### config.mk
export PLATFORM = sky130hd
export DESIGN_NAME = spi_slave_rx
export DESIGN_NICKNAME = d
export VERILOG_FILES = /design/src/rtl/spi_pkg.sv /design/src/rtl/spi_sync_edge.sv /design/src/rtl/spi_slave_rx.sv
export SDC_FILE = /design/constraint.sdc
export NUM_CORES = 1
export LEC_CHECK = 0
export CAP_MARGIN = 10
export CORE_AREA = 2 2 83 65
export CTS_CLUSTER_SIZE = 28
export DETAILED_ROUTE_END_ITERATION = 10
export DIE_AREA = 0 0 85 67
export PLACE_DENSITY = 0.68
export RECOVER_POWER = 100
export SETUP_SLACK_MARGIN = 0.15
export SKIP_LAST_GASP = 1
export SYNTH_ARGS = -nofsm -noshare
export SYNTH_HDL_FRONTEND = slang
export SYNTH_SLANG_ARGS = --single-unit
### constraint.sdc
create_clock -name clk -period 2.6 [get_ports clk]
set_input_delay 0.52 -clock clk [delete_from_list [all_inputs] [get_ports clk]]
set_output_delay 0.52 -clock clk [all_outputs]
set_load 0.01 [all_outputs]
### src/rtl/spi_pkg.sv
// ============================================================================
// spi_pkg : state encodings and constants shared by the SPI master and slave
// Rev 1.0
// ============================================================================
`default_nettype none

package spi_pkg;

  typedef enum logic [1:0] {
    ST_IDLE  = 2'd0,
    ST_SHIFT = 2'd1,
    ST_ERR   = 2'd2
  } spi_state_e;

  // {CPOL, CPHA}
  localparam logic [1:0] SPI_MODE0         = 2'b00;
  localparam logic [7:0] DEFAULT_IDLE_BYTE = 8'hFF;

endpackage

`default_nettype wire

### src/rtl/spi_sync_edge.sv
// ============================================================================
// spi_sync_edge : multi-flop synchroniser with single-cycle rise/fall strobes
// Rev 1.0
// ============================================================================
`default_nettype none

module spi_sync_edge #(
  parameter int   SYNC_STAGES = 2,
  parameter logic RESET_VAL   = 1'b0
) (
  input  logic clk,
  input  logic reset,
  input  logic async_i,
  output logic level_o,
  output logic rise_o,
  output logic fall_o
);

  logic [SYNC_STAGES-1:0] sync_q;
  logic                   hist_q;

  always_ff @(posedge clk or posedge reset) begin
    if (reset) begin
      sync_q <= {SYNC_STAGES{RESET_VAL}};
      hist_q <= RESET_VAL;
    end else begin
      sync_q <= {sync_q[SYNC_STAGES-2:0], async_i};
      hist_q <= sync_q[SYNC_STAGES-1];
    end
  end

  assign level_o = sync_q[SYNC_STAGES-1];
  assign rise_o  = level_o & ~hist_q;
  assign fall_o  = ~level_o & hist_q;

endmodule

`default_nettype wire

### src/rtl/spi_slave_rx.sv
// ============================================================================
// spi_slave_rx : oversampled SPI mode-0 slave, MSB-first, full-duplex reply
// Rev 1.0
// ============================================================================
`default_nettype none

module spi_slave_rx
  import spi_pkg::*;
#(
  parameter int   DATA_W      = 8,
  parameter int   SYNC_STAGES = 2,
  parameter logic IDLE_MISO   = 1'b1
) (
  input  logic              clk,
  input  logic              reset,
  input  logic              spi_clk,
  input  logic              cs,
  input  logic              mosi,
  output logic              miso,
  input  logic [DATA_W-1:0] data_tx,
  input  logic              tx_load,
  output logic              tx_ready,
  output logic [DATA_W-1:0] data_rd,
  output logic              rd_valid,
  output logic              frame_err,
  output logic              busy,
  output logic [1:0]        state
);

  localparam int                 CNT_W     = (DATA_W > 1) ? $clog2(DATA_W) : 1;
  localparam logic [CNT_W-1:0]   LAST_BIT  = CNT_W'(DATA_W - 1);
  localparam logic [DATA_W-1:0]  IDLE_WORD = (DATA_W == 8) ? DATA_W'(DEFAULT_IDLE_BYTE)
                                                           : {DATA_W{1'b1}};

  logic w_sclk_lvl, w_sclk_rise, w_sclk_fall;
  logic w_cs_lvl, w_cs_rise, w_cs_fall;
  logic w_mosi_lvl, w_mosi_rise, w_mosi_fall;

  spi_sync_edge #(.SYNC_STAGES(SYNC_STAGES), .RESET_VAL(1'b0)) u_sync_sclk (
    .clk(clk), .reset(reset), .async_i(spi_clk),
    .level_o(w_sclk_lvl), .rise_o(w_sclk_rise), .fall_o(w_sclk_fall)
  );

  spi_sync_edge #(.SYNC_STAGES(SYNC_STAGES), .RESET_VAL(1'b1)) u_sync_cs (
    .clk(clk), .reset(reset), .async_i(cs),
    .level_o(w_cs_lvl), .rise_o(w_cs_rise), .fall_o(w_cs_fall)
  );

  spi_sync_edge #(.SYNC_STAGES(SYNC_STAGES), .RESET_VAL(1'b0)) u_sync_mosi (
    .clk(clk), .reset(reset), .async_i(mosi),
    .level_o(w_mosi_lvl), .rise_o(w_mosi_rise), .fall_o(w_mosi_fall)
  );

  logic unused_sync;
  assign unused_sync = ^{w_sclk_lvl, w_cs_lvl, w_mosi_rise, w_mosi_fall};

  spi_state_e        state_q;
  logic              miso_q;
  logic [DATA_W-1:0] data_rd_q;
  logic              rd_valid_q;
  logic              frame_err_q;
  logic              busy_q;
  logic              tx_ready_q;
  logic [DATA_W-1:0] tx_buf_q;
  logic [DATA_W-1:0] tx_shift_q;
  logic [DATA_W-1:0] rx_shift_q;
  logic [CNT_W-1:0]  bit_cnt_q;
  logic              skip_fall_q;

  logic              w_byte_done;
  logic              w_reload;
  logic              w_load_ok;
  logic [DATA_W-1:0] w_tx_next;
  logic [DATA_W-1:0] w_rx_next;

  // cs_rise beats a coincident sclk_rise, so a completed byte requires no cs_rise
  assign w_byte_done = (state_q == ST_SHIFT) && w_sclk_rise && !w_cs_rise &&
                       (bit_cnt_q == LAST_BIT);
  assign w_reload    = ((state_q == ST_IDLE) && w_cs_fall) || w_byte_done;
  assign w_tx_next   = tx_ready_q ? IDLE_WORD : tx_buf_q;
  // A load coinciding with a reload lands in the slot the reload just freed
  assign w_load_ok   = tx_load && (tx_ready_q || w_reload);
  assign w_rx_next   = {rx_shift_q[DATA_W-2:0], w_mosi_lvl};

  always_ff @(posedge clk or posedge reset) begin
    if (reset) begin
      state_q     <= ST_IDLE;
      miso_q      <= IDLE_MISO;
      data_rd_q   <= '0;
      rd_valid_q  <= 1'b0;
      frame_err_q <= 1'b0;
      busy_q      <= 1'b0;
      tx_ready_q  <= 1'b1;
      tx_buf_q    <= '0;
      tx_shift_q  <= '0;
      rx_shift_q  <= '0;
      bit_cnt_q   <= '0;
      skip_fall_q <= 1'b0;
    end else begin
      rd_valid_q  <= 1'b0;
      frame_err_q <= 1'b0;

      if (w_load_ok) begin
        tx_buf_q   <= data_tx;
        tx_ready_q <= 1'b0;
      end else if (w_reload) begin
        tx_ready_q <= 1'b1;
      end

      case (state_q)
        ST_IDLE: begin
          miso_q <= IDLE_MISO;
          if (w_cs_fall) begin
            state_q     <= ST_SHIFT;
            busy_q      <= 1'b1;
            bit_cnt_q   <= '0;
            rx_shift_q  <= '0;
            skip_fall_q <= 1'b0;
          end
        end

        ST_SHIFT: begin
          if (w_cs_rise) begin
            busy_q    <= 1'b0;
            miso_q    <= IDLE_MISO;
            bit_cnt_q <= '0;
            if (bit_cnt_q == '0) begin
              state_q <= ST_IDLE;
            end else begin
              state_q     <= ST_ERR;
              frame_err_q <= 1'b1;
            end
          end else if (w_sclk_rise) begin
            rx_shift_q <= w_rx_next;
            if (bit_cnt_q == LAST_BIT) begin
              bit_cnt_q   <= '0;
              data_rd_q   <= w_rx_next;
              rd_valid_q  <= 1'b1;
              skip_fall_q <= 1'b1;
            end else begin
              bit_cnt_q <= bit_cnt_q + CNT_W'(1);
            end
          end else if (w_sclk_fall) begin
            // The reload already placed the next MSB on miso; do not shift it away
            if (skip_fall_q) begin
              skip_fall_q <= 1'b0;
            end else begin
              tx_shift_q <= {tx_shift_q[DATA_W-2:0], 1'b0};
              miso_q     <= tx_shift_q[DATA_W-2];
            end
          end
        end

        ST_ERR: begin
          state_q <= ST_IDLE;
          miso_q  <= IDLE_MISO;
        end

        default: begin
          state_q <= ST_IDLE;
          miso_q  <= IDLE_MISO;
        end
      endcase

      if (w_reload) begin
        tx_shift_q <= w_tx_next;
        miso_q     <= w_tx_next[DATA_W-1];
      end
    end
  end

  assign miso      = miso_q;
  assign tx_ready  = tx_ready_q;
  assign data_rd   = data_rd_q;
  assign rd_valid  = rd_valid_q;
  assign frame_err = frame_err_q;
  assign busy      = busy_q;
  assign state     = state_q;

endmodule

`default_nettype wire

==> summary.md, run 1 <==
| Metric | Value |
|---|---|
| Final setup fails | `0` |
| Final hold viol count | `0` |
| Register bit total from synthesis | `49` |
| Antenna Diode Count | `0` |
| TritonCTS clock tree | `yes` |
| Ratio of total power to cell area | `825.8 nW/um^2` |
| Synthesized cell area | `2023 um^2` |
| Post_cts resized | `0` |
| Root Buffer | `clkbuf_8` |
| Combinational family with the most area after synthesis | `multiplexers` |
| Fin Setup TNS | `0 ns` |
| Nets@finish | `199` |
| Die area | `5695 um^2` |
| Final period demand of the worst path | `2.203 ns` |
| Clock skew | `0.01061 ns` |
| Xor and xnor area share after synthesis | `0` |
| Min-Delay Path Class | `register to register` |
| Initial Utilization | `0.4200` |
| Hold-fix buffers at CTS | `0` |
| Cells after Synth | `149` |
| TritonCTS buffer count | `5` |
| Largest cells by area after synthesis | `dfrtp_1 (54%), mux2_2 (12%), dfstp_2 (6.5%)` |
| Worst-Margin Slew | `0.9021 ns` |
| Distinct cells, synth | `34` |
| Dpl hpwl | `2605 um` |
| Largest net degree at the start of global routing | `26` |
| Post-synthesis adder-cell area fraction | `0.01855` |
| DR pass1 iterations | `4` |
| Fin crit share | `0.8472` |
| RSZ-0062 raised after global routing | `no` |
| Max-cap viol count | `0` |
| Syn nets | `166` |
| Simple-gate share of the synthesized area | `0.08349` |
| Reg clk slew, reported paths | `0.09 ns` |
| Critical path class | `register to register` |
| Most used cell, CP | `ha_1` |
| CP Capture Point | `tx_buf_q[3]` |
| Total setup buffers inserted after CTS | `0` |
| Initial antenna violation count | `0` |
| Worst Path Arrival | `2.40 ns` |
| Clk Latency, worst-skew pair | `0.30 ns` |
| Clock buffer depth | `2` |
| Crit path cell chain | `ha_1 -> ha_1 -> nand3b_1 -> o31ai_4 -> o21ai_1 -> mux2_2` |
| Seq/Total Area, Yosys | `0.6092` |
| CP Launch Type | `register` |
| GRT overflow | `0` |
| First-pass GRT wire length | `6196 um` |
| Total track usage | `0.1429` |
| Die H | `67 um` |
| Cell count of the worst reg-to-reg path | `6` |
| Rel. slew slack | `0.3979` |
| Met2 Usage GRT | `0.2275` |
| Compound-Gate Fraction of Synth Area | `0.09276` |
| Area delta synth->final | `21.83%` |
| Placed Cells | `235` |
| Post-synth top flop | `dfrtp_1` |
| Area share of the largest cell type after synthesis | `0.5442` |
| Final non-filler cell total | `243` |
| CP required | `2.80 ns` |
| YS warnings | `0` |
| Core Box Area | `4817 um^2` |
| DRC viols | `0` |
| Final wirelength | `3612 um` |
| Nature of the critical path endpoint | `register` |
| Gr busiest metal | `met2` |
| Max Fanout on Critical Path | `8` |
| DIE WIDTH | `85 um` |
| Max-slew violations | `0` |
| CP startpoint | `bit_cnt_q[0]` |
| WL/cell | `14.86 um` |
| Routed Antenna Nets | `0` |
| Slowest stage delay, CP | `0.56 ns` |
| Total I/O pin count | `29` |
| Top-count cell post-synth | `dfrtp_1` |
| Maximum vdd drop | `0.3795 mV` |
| R2R setup slack | `0.40 ns` |
| IO buf count | `28` |
| Synth cell count leaders | `dfrtp_1 (44), mux2_2 (21), mux2i_1 (11)` |
| DR vias | `1,254` |
| Reg-to-Reg End | `tx_buf_q[3]` |
| Floorplan row count | `22` |
| EDFF count, synth | `0` |
| DR iter-0 viols | `59` |
| Fraction of synthesized area in multiplexers | `0.1713` |
| Layout cell share with drive strength beyond 1 | `0.2077` |
| Slowest-stage cell, CP | `o21ai_1` |
| Mean post-synth cell area | `13.58 um^2` |
| CTS sink count | `49` |
| Vias in the first global route | `1,378` |
| FF-to-FF Start | `bit_cnt_q[0]` |
| GRT met1 Usage | `0.1765` |
| Fmax | `454.0 MHz` |
| Met3 usage | `0.05204` |
| H-tree Lvls | `2` |
| Avg Vias per Cell | `5.160` |
| Post-synth top area cell | `dfrtp_1` |
| Lkg Pwr | `0.001140 uW` |
| RePlAce Congestion | `0.7687` |
| Status | `finished, final reports clean` |
| Share of flip-flops with an asynchronous set or reset | `1.000` |
-- logic make-up after synthesis --
family	after synthesis
flip-flops	49
buffers and inverters	11
multiplexers	32
AO/OA/AOI/OAI	24
AND/OR/NAND/NOR	30
adder cells (fa/ha/maj)	3
-- layer usage --
layer  vias to the layer above  wire (um)
met5                         -          0
met4                         0         67
met3                         7        122
met2                        20       1720
met1                       637       1701
li1                        590          -
-- worst max-delay path: cells and delay by family (launching register included) --
kind	cells	cell delay, ns
simple gates	1	0.17
fa+ha+maj	2	0.44
compound gates	2	0.66
flops	1	0.41
mux	1	0.41
-- cells in the final DEF (no fill, tap or decap), types with 4 or more instances in the layout --
cell	netlist	layout
o21ai_0	5	5
a22o_1	7	7
clkbuf_8	0	5
nand2_1	4	4
mux2i_1	11	11
mux2_2	21	21
dfrtp_1	44	44
inv_1	7	7
nor2_1	8	9
dlygate4sd3_1	0	18
clkdlybuf4s50_1	0	10
-- registers in the layout (all words and copies together), names as in the netlist, 2 cells and up --
register            count
u_sync_cs.sync_q        2
data_rd                 8
bit_cnt_q               3
u_sync_sclk.sync_q      2
tx_shift_q              7
u_sync_mosi.sync_q      2
tx_buf_q                8
rx_shift_q              7
state                   2
-- metrics by stage --
stage               utilization  hold WS (ns)  area [um^2]  worst slack (ns)  power, uW
finish                   0.5117        0.3449         2465            0.3974       2035
global route             0.5117        0.3579         2465            0.2475       2162
CTS                      0.5169        0.3501         2490            0.5372       2074
detailed placement       0.4945        0.3347         2382            0.5966       1543
global placement         0.4945        0.3336         2382            0.6616       1498
floorplan                     -        0.3312         2023            0.7910       1377
-- how the worst min path moves through the flow --
stage | startpoint | to | slack [ns] | cells after the start
2_1_floorplan | u_sync_mosi.sync_q[0] | u_sync_mosi.sync_q[1] | 0.33 | 0
3_3_place_gp | u_sync_mosi.sync_q[0] | u_sync_mosi.sync_q[1] | 0.33 | 0
3_5_place_dp | u_sync_mosi.sync_q[0] | u_sync_mosi.sync_q[1] | 0.33 | 0
4_1_cts | u_sync_sclk.sync_q[0] | u_sync_sclk.sync_q[1] | 0.35 | 0
5_1_grt | u_sync_sclk.sync_q[0] | u_sync_sclk.sync_q[1] | 0.36 | 0
6_report | u_sync_sclk.sync_q[0] | u_sync_sclk.sync_q[1] | 0.34 | 0
-- final cells by class --
cell class / instances / area, um^2
clock inverters: 2 / 35.03
well taps: 60 / 75.07
fillers: 393 / 2352
repair buffers: 30 / 289.0
clock buffers: 6 / 72.57
multi-input cells: 89 / 734.5
inverters: 7 / 26.28
flip-flops and latches: 49 / 1232
-- report_power, final --
group	total (uW)	internal, uW	switching (uW)
logic	472	252	221
registers	1030	930	103
clock network	530	286	245
No activity file was read; power rests on OpenSTA's default activity.
==> run 2: changes to the inputs <==
PLACE_DENSITY = 0.7   (was 0.68)
clock period = 2.01 ns   (was 2.6 ns; I/O delays follow)
==> run 2 against run 1 <==
Sequential power increased by 29%. Utilization is 1.3 points higher. Clock power is 5.3% higher. Setup slack lost 0.22 ns. Combinational power up 41%. Largest cell class unchanged. Highest routed layer unchanged.
==> summary.md, run 2 (synthesis results as in run 1) <==
| Metric | Value |
|---|---|
| WP buf/inv | `1 (+1)` |
| DIE WIDTH | `85 um (unchanged)` |
| Root Buffer | `clkbuf_8` |
| Nets@finish | `206 (+3.5%)` |
| CTS sink count | `49 (unchanged)` |
| Max Fanout on Critical Path | `10 (+2)` |
| First-pass GRT wire length | `6141 um (-0.89%)` |
| Max-cap viol count | `0 (unchanged)` |
| CP Launch Type | `register` |
| Fin crit share | `0.9116 (+0.06442)` |
| Floorplan row count | `22 (unchanged)` |
| Worst Path Arrival | `2.01 ns (-0.39 ns)` |
| Die area | `5695 um^2 (unchanged)` |
| Largest net degree at the start of global routing | `50 (+92%)` |
| WL/cell | `14.48 um (-2.6%)` |
| DR pass1 iterations | `4 (unchanged)` |
| Layout cell share with drive strength beyond 1 | `0.2737 (+0.06603)` |
| Area delta synth->final | `24.98%` |
| M1 WL | `1729 um (+1.6%)` |
| Slowest stage delay, CP | `0.57 ns (about the same)` |
| Min-Delay Path Class | `register to register` |
| DR iter-0 viols | `87 (+47%)` |
| Die H | `67 um (unchanged)` |
| Final hold viol count | `0 (unchanged)` |
| Rel. slew slack | `0.2304 (-0.1675)` |
| Antenna Diode Count | `0 (unchanged)` |
| IO buf count | `28 (unchanged)` |
| RePlAce Congestion | `0.7640 (-0.61%)` |
| Fillers | `419 (+6.6%)` |
| Fin Setup TNS | `0 ns (unchanged)` |
| Critical path class | `register to register` |
| GRT overflow | `0 (unchanged)` |
| Routed Antenna Nets | `0 (unchanged)` |
| Dpl hpwl | `2532 um (-2.8%)` |
| Fmax | `545.8 MHz (+20%)` |
| Cell count of the worst reg-to-reg path | `5 (-1)` |
| WP depth | `5 (-1)` |
| DRC viols | `0 (unchanged)` |
| Total I/O pin count | `29 (unchanged)` |
| Initial Utilization | `0.4200 (unchanged)` |
| RSZ-0062 raised after global routing | `yes` |
| Max-slew violations | `0 (unchanged)` |
| Final wirelength | `3619 um (+0.19%)` |
| CP startpoint | `u_sync_cs.hist_q` |
| Final period demand of the worst path | `1.832 ns (-0.3703 ns)` |
| Worst slack, placed | `0.1058 ns (-0.4908 ns)` |
| Met2 wire length | `1744 um (+1.4%)` |
| Status | `finished, final reports clean` |
| Slowest-stage cell, CP | `dfstp_1` |
| Reg clk slew, reported paths | `0.08 ns (about the same)` |
| Delay-heaviest family, CP | `flip-flops` |
| Initial antenna violation count | `0 (unchanged)` |
| Final non-filler cell total | `250 (+2.9%)` |
| Worst setup margin | `0.1777 ns (-0.2197 ns)` |
| FF-to-FF Start | `u_sync_cs.hist_q` |
| Avg Vias per Cell | `5.056 (-2.0%)` |
| Clock buffer depth | `2 (unchanged)` |
| Met3 WL | `128 um (+4.9%)` |
| Total track usage | `0.1391 (-0.003713)` |
| Nature of the critical path endpoint | `register` |
| Core Box Area | `4817 um^2 (unchanged)` |
| Worst hold start | `u_sync_mosi.sync_q[0]` |
| Lkg Pwr | `0.001158 uW (+1.6%)` |
| H-tree Lvls | `2 (unchanged)` |
| Clk Latency, worst-skew pair | `0.29 ns (about the same)` |
| Final setup fails | `0 (unchanged)` |
| Worst-Margin Slew | `1.154 ns (+0.2523 ns)` |
| DR vias | `1,264 (+0.80%)` |
| DP Area | `2405 um^2 (+0.95%)` |
| Maximum vdd drop | `0.5004 mV (+32%)` |
| TritonCTS clock tree | `yes` |
| Final instance area | `2529 um^2 (+2.6%)` |
| DR top layer | `met4` |
| R2R setup slack | `0.18 ns (-0.22 ns)` |
| Ratio of total power to cell area | `1010 nW/um^2 (+22%)` |
| Reg-to-Reg End | `tx_shift_q[6]` |
| Vias in the first global route | `1,320 (-4.2%)` |
| Most frequent cells in the layout | `dfrtp_1 (43), mux2_2 (21), dlygate4sd3_1 (18)` |
| Placed Cells | `238 (+1.3%)` |
| Clock skew | `0.007019 ns (-0.003593 ns)` |
| Crit path cell chain | `or4b_4 -> o31ai_4 -> buf_6 -> mux2i_1 -> mux2_2` |
| CP Capture Point | `tx_shift_q[6]` |
| Commonest non-fill, non-tap cell in the layout | `dfrtp_1` |
| CP required | `2.19 ns (-0.61 ns)` |
| TritonCTS buffer count | `5 (unchanged)` |
==> run 2: final cells by class <==
cell class                      instances  area [um^2]  area share
Tap cell                               60        75.07     0.02969
Timing Repair Buffer                   37        349.1      0.1381
Clock inverter                          1        8.758    0.003464
Inverter                                7        26.28     0.01039
Clock buffer                            7        76.32     0.03018
Sequential cell                        49         1234      0.4879
Multi-Input combinational cell         89        759.5      0.3003
==> run 2: worst min-delay path by stage <==
stage          slack (ns)               endpoint  depth (start not counted)
2_1_floorplan        0.33  u_sync_mosi.sync_q[1]                          0
3_3_place_gp         0.33  u_sync_mosi.sync_q[1]                          0
3_5_place_dp         0.34  u_sync_mosi.sync_q[1]                          0
4_1_cts              0.36  u_sync_mosi.sync_q[1]                          0
5_1_grt              0.36  u_sync_mosi.sync_q[1]                          0
6_report             0.36  u_sync_mosi.sync_q[1]                          0
==> run 2: what timing repair did <==
action | 4_1_cts | 5_1_grt
hold buffers | 0 | 0
setup endpoints to repair | 13 | 25
resized for setup | 2 | 6
setup buffers | 2 | 2
==> run 2: layer usage <==
layer | GRT usage | up-vias
met3 | 0.03222 | 3
met4 | 0.04762 | 0
met2 | 0.2207 | 28
met5 | 0 | -
li1 | - | 605
met1 | 0.1889 | 628
==> run 2: where the power goes <==
group	total (uW)	internal (uW)	leakage, uW	switching, uW
Clock	558	249	0.0000424	309
Sequential	1330	1210	0.000617	125
Combinational	665	363	0.000499	302
Total	2550	1820	0.00116	736
==> run 2: metrics by stage <==
stage               utilization  hold slack [ns]  total power (uW)
floorplan                     -           0.3312              1781
global placement         0.4992           0.3323              1952
detailed placement       0.4992           0.3372              2000
CTS                      0.5213           0.3569              2563
global route             0.5249           0.3611              2708
finish                   0.5249           0.3561              2553
